`config.mk`:
```
export PLATFORM = sky130hd
export DESIGN_NAME = seq_det_sched
export DESIGN_NICKNAME = d
export VERILOG_FILES = /design/src/rtl/seq_det_sched.sv
export SDC_FILE = /design/constraint.sdc
export NUM_CORES = 1
export LEC_CHECK = 0
export CAP_MARGIN = 20
export CORE_MARGIN = 10
export CORE_UTILIZATION = 54
export DETAILED_ROUTE_END_ITERATION = 10
export PLACE_DENSITY = 0.8
export SETUP_SLACK_MARGIN = 0.15
export SLEW_MARGIN = 30
export SYNTH_ARGS = -nofsm -noshare
export SYNTH_HDL_FRONTEND = slang
export SYNTH_SLANG_ARGS = --single-unit
```
`constraint.sdc`:
```
create_clock -name clk -period 6.1 [get_ports clk]
set_input_delay 0.915 -clock clk [delete_from_list [all_inputs] [get_ports clk]]
set_output_delay 0.915 -clock clk [all_outputs]
set_load 0.01 [all_outputs]
```
`src/rtl/seq_det_sched.sv`:
```
// seq_det_sched: one "00011" Mealy detector shared by NCH byte-wide requesters.
// Define SEQ_DET_SCHED_FIXED_PRIO_EN for a fixed-priority arbiter (lowest channel wins).
module seq_det_sched #(
  parameter int NCH  = 4,
  parameter int W    = 8,
  parameter int CNTW = 8
) (
  input  logic                     clk,
  input  logic                     rst,
  input  logic [NCH-1:0]           req_valid,
  input  logic [NCH*W-1:0]         req_data,
  output logic [NCH-1:0]           req_ready,
  input  logic [NCH-1:0]           ctx_clr,
  output logic                     hit_valid,
  output logic [$clog2(NCH)-1:0]   hit_ch,
  output logic [$clog2(W)-1:0]     hit_pos,
  output logic                     done_valid,
  output logic [$clog2(NCH)-1:0]   done_ch,
  output logic [$clog2(W+1)-1:0]   done_hits,
  output logic                     busy,
  input  logic [$clog2(NCH)-1:0]   rd_ch,
  output logic [CNTW-1:0]          rd_cnt
);

  localparam int CW = $clog2(NCH);
  localparam int PW = $clog2(W);
  localparam int HW = $clog2(W+1);

  localparam logic [2:0] S0 = 3'd0;
  localparam logic [2:0] S1 = 3'd1;
  localparam logic [2:0] S2 = 3'd2;
  localparam logic [2:0] S3 = 3'd3;
  localparam logic [2:0] S4 = 3'd4;

  typedef enum logic [1:0] {
    IDLE  = 2'd0,
    SHIFT = 2'd1,
    WB    = 2'd2
  } ctrl_t;

  ctrl_t           state, state_nxt;
  logic [W-1:0]    shreg;
  logic [2:0]      eng, eng_nxt;
  logic            eng_hit;
  logic [CW-1:0]   act;
  logic [PW-1:0]   bidx;
  logic [HW-1:0]   wcnt;
  logic            disc;
  logic [2:0]      ctx [NCH];
  logic [CNTW-1:0] hit_cnt [NCH];
  logic [W-1:0]    words [NCH];
  logic            any_v;
  logic            take;
  logic [CW-1:0]   gnt;

  for (genvar c = 0; c < NCH; c++) begin : g_word
    assign words[c] = req_data[c*W +: W];
  end

  assign any_v = |req_valid;
  assign take  = (state == IDLE) && any_v;

`ifdef SEQ_DET_SCHED_FIXED_PRIO_EN
  always_comb begin
    gnt = '0;
    for (int i = NCH-1; i >= 0; i--)
      if (req_valid[CW'(i)]) gnt = CW'(i);
  end
`else
  logic [CW-1:0] ptr;
  logic [CW-1:0] rr_j;
  logic          rr_found;

  // Search starts one past the last winner.
  always_comb begin
    gnt      = '0;
    rr_found = 1'b0;
    rr_j     = '0;
    for (int i = 1; i <= NCH; i++) begin
      rr_j = CW'((int'(ptr) + i) % NCH);
      if (!rr_found && req_valid[rr_j]) begin
        gnt      = rr_j;
        rr_found = 1'b1;
      end
    end
  end

  always_ff @(posedge clk or posedge rst) begin
    if (rst)       ptr <= CW'(NCH-1);
    else if (take) ptr <= gnt;
  end
`endif

  assign req_ready = (take && !rst) ? (NCH'(1) << gnt) : '0;
  assign busy      = (state != IDLE);
  assign rd_cnt    = hit_cnt[rd_ch];

  always_comb begin
    eng_nxt = S0;
    eng_hit = 1'b0;
    case (eng)
      S0: eng_nxt = shreg[W-1] ? S0 : S1;
      S1: eng_nxt = shreg[W-1] ? S0 : S2;
      S2: eng_nxt = shreg[W-1] ? S0 : S3;
      S3: eng_nxt = shreg[W-1] ? S4 : S3;
      S4: begin
        eng_nxt = shreg[W-1] ? S0 : S1;
        eng_hit = shreg[W-1];
      end
      default: eng_nxt = S0;
    endcase
  end

  always_ff @(posedge clk or posedge rst) begin
    if (rst) state <= IDLE;
    else     state <= state_nxt;
  end

  always_comb begin
    state_nxt = state;
    case (state)
      IDLE:    if (any_v) state_nxt = SHIFT;
      SHIFT:   if (bidx == PW'(W-1)) state_nxt = WB;
      WB:      state_nxt = IDLE;
      default: state_nxt = IDLE;
    endcase
  end

  always_ff @(posedge clk or posedge rst) begin
    if (rst) begin
      shreg      <= '0;
      eng        <= S0;
      act        <= '0;
      bidx       <= '0;
      wcnt       <= '0;
      disc       <= 1'b0;
      hit_valid  <= 1'b0;
      hit_ch     <= '0;
      hit_pos    <= '0;
      done_valid <= 1'b0;
      done_ch    <= '0;
      done_hits  <= '0;
    end else begin
      hit_valid  <= 1'b0;
      done_valid <= 1'b0;
      case (state)
        IDLE: if (any_v) begin
          shreg <= words[gnt];
          eng   <= ctx_clr[gnt] ? S0 : ctx[gnt];
          act   <= gnt;
          bidx  <= '0;
          wcnt  <= '0;
          disc  <= 1'b0;
        end
        SHIFT: begin
          shreg <= shreg << 1;
          eng   <= eng_nxt;
          bidx  <= bidx + 1'b1;
          if (eng_hit) begin
            hit_valid <= 1'b1;
            hit_ch    <= act;
            hit_pos   <= bidx;
            wcnt      <= wcnt + 1'b1;
          end
          if (ctx_clr[act]) disc <= 1'b1;
        end
        WB: begin
          done_valid <= 1'b1;
          done_ch    <= act;
          done_hits  <= wcnt;
          if (ctx_clr[act]) disc <= 1'b1;
        end
        default: ;
      endcase
    end
  end

  // A clear on the active channel discards the rest of that word's side effects.
  for (genvar c = 0; c < NCH; c++) begin : g_ch
    always_ff @(posedge clk or posedge rst) begin
      if (rst) begin
        ctx[c]     <= S0;
        hit_cnt[c] <= '0;
      end else if (ctx_clr[c]) begin
        ctx[c]     <= S0;
        hit_cnt[c] <= '0;
      end else begin
        if (state == WB && act == CW'(c) && !disc)
          ctx[c] <= eng;
        if (state == SHIFT && act == CW'(c) && eng_hit && !disc
            && hit_cnt[c] != {CNTW{1'b1}})
          hit_cnt[c] <= hit_cnt[c] + 1'b1;
      end
    end
  end

endmodule

```
==> summary.txt <==
Outcome
  – Status: finished clean

Pwr
  – Pwr dens: 333 mW/mm2
  – VDD IR max: 0.153 mV
  – Leak: 2.40 nW

Synth
  – Yosys warning count: 0
  – Simple-gate share of the synthesized area: 0.196
  – Largest area contributor in the netlist: dfrtp_1
  – EDFF count, synth: 0
  – Synth Flop Type: dfrtp_1
  – Cells after Synth: 438
  – Synthesized area: 0.00455 mm2
  – Fraction of registers with async set or reset after synthesis: 1.00
  – Most instantiated cells after synthesis: 80 x dfrtp_1, 63 x nor2_1, 42 x nand2_1
  – Post-synthesis compound-gate area fraction: 0.104
  – Xor-xnor portion of the synthesized cell area: 0.0519
  – Syn avg cell area: 10.4 um2
  – Most common cell in the synthesized netlist: dfrtp_1
  – Largest family of logic cells by synthesized area: simple AND/OR/NAND/NOR gates
  – Number of synthesized register bits: 82
  – Top cell type's share of synthesized area: 0.440
  – Post-Synth Adder-Cell Area: 0.0302
  – Syn Nets: 493
  – Ranking of synthesized cells by area: dfrtp_1 44%, mux4_2 5.4%, nor2_1 5.2%
  – Mux share of post-synthesis cell area: 0.137
  – Unique cell type count in the Yosys netlist: 60
  – Sequential area share after synthesis: 0.451

CTS
  – Longest Clk Path Bufs: 2
  – Clk slew on worst S/H paths: 0.09 ns
  – CTS tree: done
  – H-tree levels: 3
  – Clock sinks: 82
  – Clk_lat worst skew: 0.36 ns
  – Post-CTS resize count: 0
  – Post-cts hold buffer count: 0
  – TritonCTS buffer count: 9
  – CTS root buffer: clkbuf_8
  – Setup Fix Bufs, Post-CTS: 0

Critical path
  – CP endpoint kind: output pin
  – WS Path Type: input pin to output pin
  – Arr. time, crit path: 3.07 ns
  – CP required: 5.18 ns
  – Worst Path Max Fanout: 12
  – CP Launch Type: input pin

Global route
  – Total track usage: 0.174
  – Largest net degree at the start of global routing: 83
  – Vias in the first global route: 3530
  – Initial antenna violation count: 0
  – Grt total ovfl: 0
  – First-pass GRT wire length: 18100 um

Die
  – Initial Util: 0.554
  – Chip Height: 112 um
  – Cell Rows: 33
  – Core Box Area: 0.00822 mm2
  – Ports: 70
  – Die area: 0.0125 mm2
  – Die Width: 112 um

Detailed routing
  – Initial detailed-routing violation count: 198
  – Routed Antenna Nets: 0
  – Via density: 5.82
  – Pre-Repair DR Iteration Count: 5
  – Vias: 3543
  – Drt drc: 0
  – Routed wire length: 10800 um
  – DR WL/cell: 17.8 um

Placed design
  – GPL Wtd Cong: 0.879
  – Pre-CTS setup slack: 2.13 ns
  – PortBufs: 69
  – Placed cell count: 593
  – HPWL after DPL: 8110 um
  – Placement Cell Area: 0.00529 mm2

Final layout
  – Antenna cell count: 0
  – Cell area after layout: 0.00548 mm2
  – Area grow syn2layout: 20.4%
  – Final core utilization: 0.667
  – Non-filler instance count after layout: 609
  – Filler Cell Count: 644
  – Layout cell share with drive strength beyond 1: 0.0992
  – Total Nets Final: 554

Timing
  – Final setup viols: 0
  – Slew of the pin with the lowest slew margin: 0.929 ns
  – RSZ-0062 raised after global routing: no
  – Slew Viols, Final: 0
  – Fin crit share: 0.653
  – Final WS setup: 2.12 ns
  – TNS Setup: 0 ns
  – Max-slew headroom: 0.381
  – Hold Fails Final Rpt: 0
  – Setup Skew: 0.0106 ns
  – FMAX: 0.251 GHz
  – Clock period minus worst slack: 3.98 ns

Flow run
  – Max Cap Viol: 0

Worst hold path
  – Hold Path Class: flop to flop
worst max-delay path, stage by stage:
cell	delay (ns)
clkdlybuf4s50_1	0.52
nor4_1	0.57
nand2b_1	0.44
nor4_1	0.11
clkdlybuf4s50_1	0.52
metrics by stage:
step / power (mW) / hold WS [ns]
global route: 1.95 / 0.501
floorplan: 1.24 / 0.445
detailed placement: 1.46 / 0.463
CTS: 1.84 / 0.486
finish: 1.83 / 0.484
global placement: 1.43 / 0.460
registers in the layout, summed over array words and instances (netlist names):
register	flops
hit_cnt	32
ctx	12
shreg	8
done_hits	4
wcnt	4
bidx	3
eng	3
hit_pos	3
act	2
done_ch	2
hit_ch	2
ptr	2
state	2
disc	1
done_valid	1
hit_valid	1
cell families after synthesis:
| kind of cell | count (synthesis) |
|---|---|
| AO/OA/AOI/OAI | 70 |
| adder cells (fa/ha/maj) | 11 |
| XOR/XNOR | 27 |
| multiplexers | 43 |
| AND/OR/NAND/NOR | 176 |
| flip-flops | 82 |
| buffers and inverters | 29 |
layout make-up:
class	instances	area (um2)	area share
multi-input cells	327	2370	0.432
flip-flops and latches	82	2050	0.375
repair buffers	70	702	0.128
clock buffers	10	138	0.0251
well taps	105	131	0.0240
clock inverters	6	56.3	0.0103
inverters	9	33.8	0.00616
cells in the final DEF (no fill, tap or decap), types with 11 or more instances in the layout:
| master | synthesis | final |
|---|---|---|
| ha_1 | 11 | 11 |
| nand4_1 | 17 | 17 |
| xor2_1 | 22 | 22 |
| nor2_1 | 63 | 63 |
| mux2i_1 | 23 | 23 |
| dfrtp_1 | 80 | 80 |
| nand2_1 | 42 | 42 |
| mux4_2 | 11 | 11 |
| and3_1 | 11 | 11 |
| clkdlybuf4s50_1 | 0 | 69 |
| o21ai_0 | 26 | 26 |
| a21oi_1 | 13 | 13 |
report_power, final:
part           switching, mW  internal [mW]  total (mW)
logic                  0.375          0.305       0.680
registers              0.109          0.652       0.761
clock network          0.220          0.168       0.388
total                  0.704           1.12        1.83
routing by layer:
layer	vias to the layer above	wire length (um)	track usage
met3	16	548	0.0413
li1	1684	-	-
met1	1745	4690	0.215
met4	0	150	0.0566
met2	98	5430	0.292
met5	-	0	0
worst paths after layout:
kind / startpoint / endpoint / slack [ns] / depth (start not counted)
setup reg to reg: state[1]$_DFFE_PP0P_ / shreg[6]$_DFFE_PP0P_ / 3.33 / 6
min in group asynchronous: rst / ctx[1]$_DFFE_PP0P_ / 1.19 / 3
hold / removal: hit_pos[0]$_DFFE_PP0P_ / hit_pos[0]$_DFFE_PP0P_ / 0.48 / 2
max in group asynchronous: rst / hit_cnt[23]$_DFFE_PP0P_ / 4.42 / 3
setup / recovery: req_valid[1] / req_ready[0] / 2.12 / 5
hold reg to reg: hit_pos[0]$_DFFE_PP0P_ / hit_pos[0]$_DFFE_PP0P_ / 0.48 / 2
No activity file was read; power rests on OpenSTA's default activity.
